===== src/rtl/jtl_pkg.sv =====
// Shared definitions for the jump-table loader.
//   - jtl_state_e : loader FSM states (idle / clear sweep)
//   - JTL_D, JTL_N: default PC width and table depth
//   - jtl_entry_t : one table entry {valid, addr, offset}
// Optional feature macro used by the loader: JTL_DUP_CHECK_EN.
package jtl_pkg;

  localparam int JTL_D = 12;
  localparam int JTL_N = 16;

  typedef enum logic {
    JTL_IDLE  = 1'b0,
    JTL_CLEAR = 1'b1
  } jtl_state_e;

  // Entry fields are sized by JTL_D; the loader's D parameter must match it.
  typedef struct packed {
    logic              valid;
    logic [JTL_D-1:0]  addr;
    logic [JTL_D-1:0]  offset;
  } jtl_entry_t;

endpackage


===== src/rtl/jtl_match.sv =====
// N-way address comparator with lowest-index priority encoder.
// Ports:
//   valid : per-entry valid bits
//   addrs : per-entry stored addresses
//   key   : address to search for
//   hit   : some valid entry holds key
//   idx   : lowest index of a matching valid entry (0 when no hit)
module jtl_match #(
  parameter int D = 12,
  parameter int N = 16
) (
  input  logic [N-1:0]         valid,
  input  logic [N-1:0][D-1:0]  addrs,
  input  logic [D-1:0]         key,
  output logic                 hit,
  output logic [$clog2(N)-1:0] idx
);

  // Scan from the top down so the lowest matching index is the last written.
  always_comb begin
    hit = 1'b0;
    idx = '0;
    for (int i = N - 1; i >= 0; i--) begin
      if (valid[i] && (addrs[i] == key)) begin
        hit = 1'b1;
        idx = ($clog2(N))'(i);
      end
    end
  end

endmodule


===== src/rtl/jump_table_loader.sv =====
// Runtime writer and lookup port for the fetch stage's jump-target table.
// Entries {branch address, signed offset} are appended over a valid/ready
// write port; a clear pulse starts a sweep that invalidates one entry per
// cycle. The lookup port combinationally forms the next PC.
//
// Handshake: a write transfers on a rising clk edge where wr_valid and
// wr_ready are both high; wr_ready never depends on wr_valid.
//
// Ports:
//   clk, reset_n          : clock, synchronous active-low reset
//   clear                 : pulse, starts a clear sweep (wins over a write)
//   wr_valid/wr_ready     : write handshake
//   wr_addr/wr_offset     : entry to store
//   busy                  : clear sweep in progress
//   full, count           : occupancy
//   overflow              : sticky, write refused because table is full
//   lk_addr, lk_jump      : current PC, branch-taken
//   lk_hit, lk_target     : lookup result and next PC
//   dbg_state             : FSM state for observation
//
// Macro JTL_DUP_CHECK_EN: when defined, a write whose address is already in
// the table overwrites that entry's offset instead of appending.
module jump_table_loader
  import jtl_pkg::*;
#(
  parameter int D  = JTL_D,
  parameter int N  = JTL_N,
  parameter int CW = $clog2(N + 1)
) (
  input  logic          clk,
  input  logic          reset_n,
  input  logic          clear,
  input  logic          wr_valid,
  output logic          wr_ready,
  input  logic [D-1:0]  wr_addr,
  input  logic [D-1:0]  wr_offset,
  output logic          busy,
  output logic          full,
  output logic [CW-1:0] count,
  output logic          overflow,
  input  logic [D-1:0]  lk_addr,
  input  logic          lk_jump,
  output logic          lk_hit,
  output logic [D-1:0]  lk_target,
  output jtl_state_e    dbg_state
);

  localparam int IW = $clog2(N);

  jtl_state_e          state;
  jtl_entry_t          tbl [N];
  logic [IW-1:0]       clr_idx;

  logic [N-1:0]        valid_vec;
  logic [N-1:0][D-1:0] addr_vec;

  logic                wr_match;
  logic [IW-1:0]       wr_idx;
  logic [IW-1:0]       lk_idx;

  always_comb begin
    valid_vec = '0;
    addr_vec  = '0;
    for (int i = 0; i < N; i++) begin
      valid_vec[i] = tbl[i].valid;
      addr_vec[i]  = tbl[i].addr;
    end
  end

`ifdef JTL_DUP_CHECK_EN
  jtl_match #(.D(D), .N(N)) u_wr_match (
    .valid (valid_vec),
    .addrs (addr_vec),
    .key   (wr_addr),
    .hit   (wr_match),
    .idx   (wr_idx)
  );
`else
  // Without duplicate checking every accepted write appends.
  assign wr_match = 1'b0;
  assign wr_idx   = '0;
`endif

  jtl_match #(.D(D), .N(N)) u_lk_match (
    .valid (valid_vec),
    .addrs (addr_vec),
    .key   (lk_addr),
    .hit   (lk_hit),
    .idx   (lk_idx)
  );

  assign full      = (count == CW'(N));
  assign busy      = (state == JTL_CLEAR);
  assign dbg_state = state;
  assign wr_ready  = (state == JTL_IDLE) && !clear && (!full || wr_match);

  // Modulo-2^D arithmetic: the sum simply wraps at D bits.
  assign lk_target = (lk_jump && lk_hit) ? (lk_addr + tbl[lk_idx].offset)
                                         : (lk_addr + D'(1));

  always_ff @(posedge clk) begin
    if (!reset_n) begin
      state    <= JTL_IDLE;
      count    <= '0;
      overflow <= 1'b0;
      clr_idx  <= '0;
      for (int i = 0; i < N; i++) begin
        tbl[i].valid <= 1'b0;
      end
    end else begin
      case (state)
        JTL_IDLE: begin
          if (clear) begin
            state   <= JTL_CLEAR;
            clr_idx <= '0;
          end else if (wr_valid && wr_ready) begin
            if (wr_match) begin
              tbl[wr_idx].offset <= wr_offset;
            end else begin
              tbl[count[IW-1:0]] <= '{valid: 1'b1, addr: wr_addr, offset: wr_offset};
              count              <= count + CW'(1);
            end
          end else if (wr_valid) begin
            // In IDLE without clear, a refused write means full and no match.
            overflow <= 1'b1;
          end
        end
        JTL_CLEAR: begin
          tbl[clr_idx].valid <= 1'b0;
          clr_idx            <= clr_idx + IW'(1);
          if (clr_idx == IW'(N - 1)) begin
            state    <= JTL_IDLE;
            count    <= '0;
            overflow <= 1'b0;
          end
        end
        default: state <= JTL_IDLE;
      endcase
    end
  end

endmodule


===== config.mk =====
export PLATFORM = sky130hd
export DESIGN_NAME = jump_table_loader
export DESIGN_NICKNAME = d
export VERILOG_FILES = /design/src/rtl/jtl_pkg.sv /design/src/rtl/jtl_match.sv /design/src/rtl/jump_table_loader.sv
export SDC_FILE = /design/constraint.sdc
export NUM_CORES = 1
export LEC_CHECK = 0
export CORE_MARGIN = 2
export CORE_UTILIZATION = 30
export CTS_BUF_LIST = sky130_fd_sc_hd__clkbuf_2 sky130_fd_sc_hd__clkbuf_4 sky130_fd_sc_hd__clkbuf_8
export DETAILED_ROUTE_END_ITERATION = 7
export PLACE_DENSITY = 0.44
export REMOVE_ABC_BUFFERS = 1
export SETUP_SLACK_MARGIN = 0.05
export SLEW_MARGIN = 10
export SYNTH_ARGS = -nofsm -noshare
export SYNTH_HDL_FRONTEND = slang
export SYNTH_SLANG_ARGS = --single-unit

===== constraint.sdc =====
create_clock -name clk -period 7.1 [get_ports clk]
set_clock_uncertainty 0.1 [all_clocks]
set_input_delay 1.42 -clock clk [delete_from_list [all_inputs] [get_ports clk]]
set_output_delay 1.42 -clock clk [all_outputs]
set_load 0.02 [all_outputs]

# [Word-level counts from Yosys, hierarchy flattened]
# Memory sizes are Yosys's and may differ from the RTL's.
# Cells that the tools add are included.
[totals] mem_count=1 output_inout_bits=23 regBits=11 input_bits=41 ramBits=400
[op_classes] add_sub_neg=4 n_bitwise=1 muxes=62 n_reduce_logical=26 n_eq_ne=24
[mem_list] name="tbl" depth=16 width=25 rd=17 rd_clocked_by_memory_dff=0 wr=16 line="jump_table_loader.sv:51" text="jtl_entry_t tbl [N];"
[ops] operator="$eq A12 B12 Y1" count=16
[ops] operator="$mux W4" count=19
[ops] operator="$mux W25" count=2
[ops] operator="$reduce_or A25 Y1" count=2
[ops] operator="$mux W1" count=31
[ops] operator="$logic_and A1 B1 Y1" count=20
[ops] operator="$mux W5" count=3
[ops] operator="$add A12 B1 Y12 const B" count=1
[ops] operator="$add A12 B12 Y12" count=1
[ops] operator="$mux W12" count=1
[ops] operator="$pmux W5 S2" count=1
[ops] operator="$ne A2 B2 Y1 const B" count=4
[ops] operator="$pmux W4 S2" count=1
[ops] operator="$add A5 B1 Y5 const B" count=1
[ops] operator="$eq A5 B5 Y1 const B" count=1
[ops] operator="$add A4 B1 Y4 const B" count=1
[ops] operator="$eq A4 B4 Y1 const B" count=1
[ops] operator="$mux W2" count=2
[ops] operator="$ne A2 B1 Y1 const B" count=2
[ops] operator="$pmux W1 S2" count=2
[ops] operator="$reduce_and A4 Y1" count=1
[ops] operator="$reduce_and A3 Y1" count=1
[ops] operator="$logic_not A1 Y1" count=2
[ops] operator="$not A1 Y1" count=1

# [Longest topological paths before layout]
# An unclocked memory read counts as a cell.
[logic_depth] depth_word=22 ltp_mapped=27

# [Hierarchy]
# A second synthesis with hierarchy kept.
[unflattened] cells_unflattened=1077 hier_area_um2=17739.5
[modules_own_cells] mod="jump_table_loader" area_per_inst_um2=15064.4 instances=1 cells_per_inst=749 seq_area_each_um2=12071.6
[modules_own_cells] mod="jtl_match" area_per_inst_um2=2675.1 instances=1 cells_per_inst=328 seq_area_each_um2=0.0

# [Worst setup path after synthesis]
# OpenSTA, ideal clock, no wires.
[synth_timing] kind="input port to output port" start="input port lk_addr[1]" end="output port lk_target[11]" path_stages=25 slack_ns=-0.442 arrival_ns=6.022 required_time_ns=5.580 n_path_buf=5 cell_sequence="buf_4 -> buf_8 -> xnor2_1 -> nand2_1 -> nor4_1 -> or4b_4 -> o2111a_1 -> buf_6 -> buf_12 -> buf_12 -> mux2i_1 -> a211oi_1 -> a211oi_1 -> a311oi_1 -> ha_1 -> a21o_1 -> a21oi_1 -> o21bai_1 -> a21oi_1 -> o21bai_1 -> a21oi_1 -> o21ai_0 -> o41ai_1 -> xor2_1 -> xnor2_1"
[synth_between] elab_chain_cells=21 word_cells_on_any_way=69 classes_between="2 x add/sub; 16 x eq/ne; 33 x mux; 17 x reduce/logical; 1 x memory"
[synth_lines] element="start: declaration" line="jump_table_loader.sv:41" text="input logic [D-1:0] lk_addr,"
[synth_lines] element="$eq A12 B12 Y1" line="jtl_match.sv:24" text="if (valid[i] && (addrs[i] == key)) begin"
[synth_lines] element="$logic_and A1 B1 Y1" line="jtl_match.sv:24"
[synth_lines] element="$mux W4 (16 in a row)" line="jtl_match.sv:24"
[synth_lines] element="$mem_v2 Z16 W25"
[synth_lines] element="$add A12 B12 Y12" line="jump_table_loader.sv:98" text="assign lk_target = (lk_jump && lk_hit) ? (lk_addr + tbl[lk_idx].offset)"
[synth_lines] element="$mux W12 *" line="jump_table_loader.sv:98"
[synth_lines] element="end: declaration" line="jump_table_loader.sv:44" text="output logic [D-1:0] lk_target,"
# Every way passes the cells marked *; elsewhere a longest branch is shown, timed or not.

# [Worst setup path in the final report]
[layout_timing] start="input port lk_addr[8]" end="output port lk_target[10]"
# The elaborated chain is that of the path after synthesis.

==> results.toml <==
[status]
status = "complete, but fails checks"
failed_checks = "negative setup slack"

[timing]
slew_headroom_pct = 18.28
finalSetupViolCount = 9
postLayoutSetupSlackWorst_ps = -767.7
hold_violations = 0
clock.fmax_mhz = 127.1
finalCritPeriodShare_pct = 110.8
worst_pin_slew_ps = 1223
rsz0062_at_grt = "true"
slew_viol_final = 0
period_needed_ps = 7868

[final_layout]
postLayoutCellArea_um2 = 23680
layout_commonest_cell = "edfxtp_1"
final_cell_mix = "edfxtp_1, buf_4, xnor2_1, clkbuf_8, nand2_1"
nets = 1571
drive_above_1_share_pct = 32.99
syn_to_final_growth_pct = 30.63
fin_cells = 2344

[clock_network]
path_clk_slew_ps = 50
clk_path_buf_depth = 3
cts_hold_buf = 0
clock_latency_ps = 630
root_buffer = "clkbuf_8"
cts.sinks = 411
tritoncts = "done"
cts-htree-levels = 3
numCtsBuffers = 73

[place]
port_buffers = 63
pre_cts_slack_ps = -2129
dp.cells = 2149
hpwl_mm = 32.24
post_dp_cell_area_um2 = 20620
gp_congestion = 0.7863

[yosys]
synth-async-reset-ratio_pct = 0
yosysSeqAreaShare_pct = 66.58
synthTopCellsByArea = "edfxtp_1, xnor2_1, mux2i_1"
ys_types = 59
ys_ff_latch = 411
synthCells = 1217
yosysTopAreaCell = "edfxtp_1"
avgSynthCellArea_um2 = 14.90
synth_top_area_share_pct = 63.60
synth_area_um2 = 18130
synth_edf_count = 384
synth_ff_type = "edfxtp_1"
yosysWarnings = 0

[floorplanning]
die_w_um = 249.8
die_area_um2 = 62420
coreArea_um2 = 60020
die_h_um = 249.8
initial_core_util_pct = 30.21
fp-row-count = 90
ioPinCount = 64

[worst_setup_path]
cp.arrival_ps = 6350
cp_slowest_stage_delay_ps = 550
slowest_stage = "or4_4"
crit_fanout = 8
crit_path_end_kind = "output pin"
cp-start-kind = "primary input"
worstPathRequired_ps = 5580
worstSetupPathType = "primary input to output pin"

[drt]
routed_wl_mm = 53.86
drc_errors = 0
detail-route-antenna-nets = 0
vias = 11272
first_pass_iters = 4
routedWlPerCell_um = 22.98
drt_iter0_markers = 633
vias_per_cell = 4.809

[power]
powerDensity_nw_per_um2 = 221.2
power_leakage_nw = 7.917
ir_drop_mv = 0.1250

[grt]
grt_pass1_vias = 11568
grt_usage_pct = 17.30
antenna_found_initial = 2
grt_pass1_wl_mm = 78.37
grt_max_degree = 30
overflow = 0

[hold_path]
holdCritPathClass = "flop to flop"

[job]
maxCapViolCount = 0
timing repair:
item,CTS,global route
setup endpoints to repair,12,11
cloned,6,2
pin swaps,82,49
resized for setup,200,61
setup buffers,60,19
cells in the mapped netlist (2+ instances only):
master     count
a211oi_1      40
a21o_1         3
a21oi_1       35
a311oi_1      11
a31oi_1        7
and2_1        26
and2b_1        5
and3_1         2
buf_12         5
buf_2         13
buf_4          4
buf_6         23
buf_8          7
clkbuf_1      15
dfxtp_1       27
edfxtp_1     384
ha_1          14
inv_1         10
mux2_1         2
mux2_2        20
mux2_4         2
mux2i_1       58
nand2_1       60
nand2b_1       5
nand3_1       22
nand4_1       36
nor2_1        46
nor2b_1       16
nor3_1         8
nor3b_1        5
nor4_1        13
nor4_2         3
o2111ai_1      2
o211ai_1      24
o21a_1         2
o21ai_0       15
o21bai_1       3
o221a_2        5
or2_2          2
or3_1         10
or4_1          5
xnor2_1      203
xor2_1         3
cell families after synthesis:
kind of cell,after synthesis,synth area share (%)
XOR/XNOR,206,9.951
multiplexers,82,4.734
adder cells (fa/ha/maj),15,1.077
AO/OA/AOI/OAI,157,6.128
flip-flops,411,66.58
buffers and inverters,78,3.623
AND/OR/NAND/NOR,268,7.909
power breakdown:
part           internal (W)  leakage, nW  switching (W)
Combinational      0.000153         3.48       0.000189
Sequential          0.00267         3.69     0.00000618
Clock               0.00125        0.747       0.000973
area by class of cell:
| cell class | instances | area (um^2) |
|---|---|---|
| fill | 5595 | 36340 |
| sequential | 411 | 12070 |
| multi-input combinational | 729 | 6351 |
| timing repair buffer | 289 | 2814 |
| clock buffer | 105 | 1276 |
| tap | 782 | 978.4 |
| clock inverter | 16 | 147.6 |
| inverter | 11 | 42.54 |
| antenna | 1 | 2.502 |
layer usage:
metal | GRT usage [%] | part of all wire [%]
met1 | 23.89 | 47
met2 | 27.90 | 47
met3 | 2.868 | 3.9
met4 | 5.181 | 1.8
met5 | 0 | 0
worst max-delay path: cells and delay by family:
family                     cells  cell delay (ps)
adders and majority gates      1              340
and+or+nand+nor                5             1130
buffers and inverters          8             1150
AOI/OAI and AO/OA             10             1730
muxes                          1              320
xor gates and xnor gates       2              240
state kept, by name, summed over array words and instances (netlist names):
signal / flops
tbl: 400
count: 5
clr_idx: 4
busy: 1
overflow: 1
per-stage QoR:
stage               hold slack [ps]  total power, W  TNS (ps)  utilization (%)
detailed placement            355.8        0.003025    -15810            34.36
floorplan                     323.3        0.002839    -22860                -
finish                        376.7        0.005238     -3843            39.46
global route                  390.3        0.005421     -5453            39.46
global placement              359.0        0.003024    -16220            34.36
CTS                           371.6        0.005289     -4146            38.76
path summary, 6_finish.rpt:
check,cells after the start,end,slack (ps),start
worst min-delay path,2,tbl[6][24]$_DFF_P_,380,tbl[6][24]$_DFF_P_
worst max-delay path,27,lk_target[10],-770,lk_addr[8]
worst min register to register,2,tbl[6][24]$_DFF_P_,380,tbl[6][24]$_DFF_P_
worst max register to register,5,tbl[11][8]$_DFFE_PP_,3210,busy$_SDFF_PN0_
(Power assumes the default switching activity.)
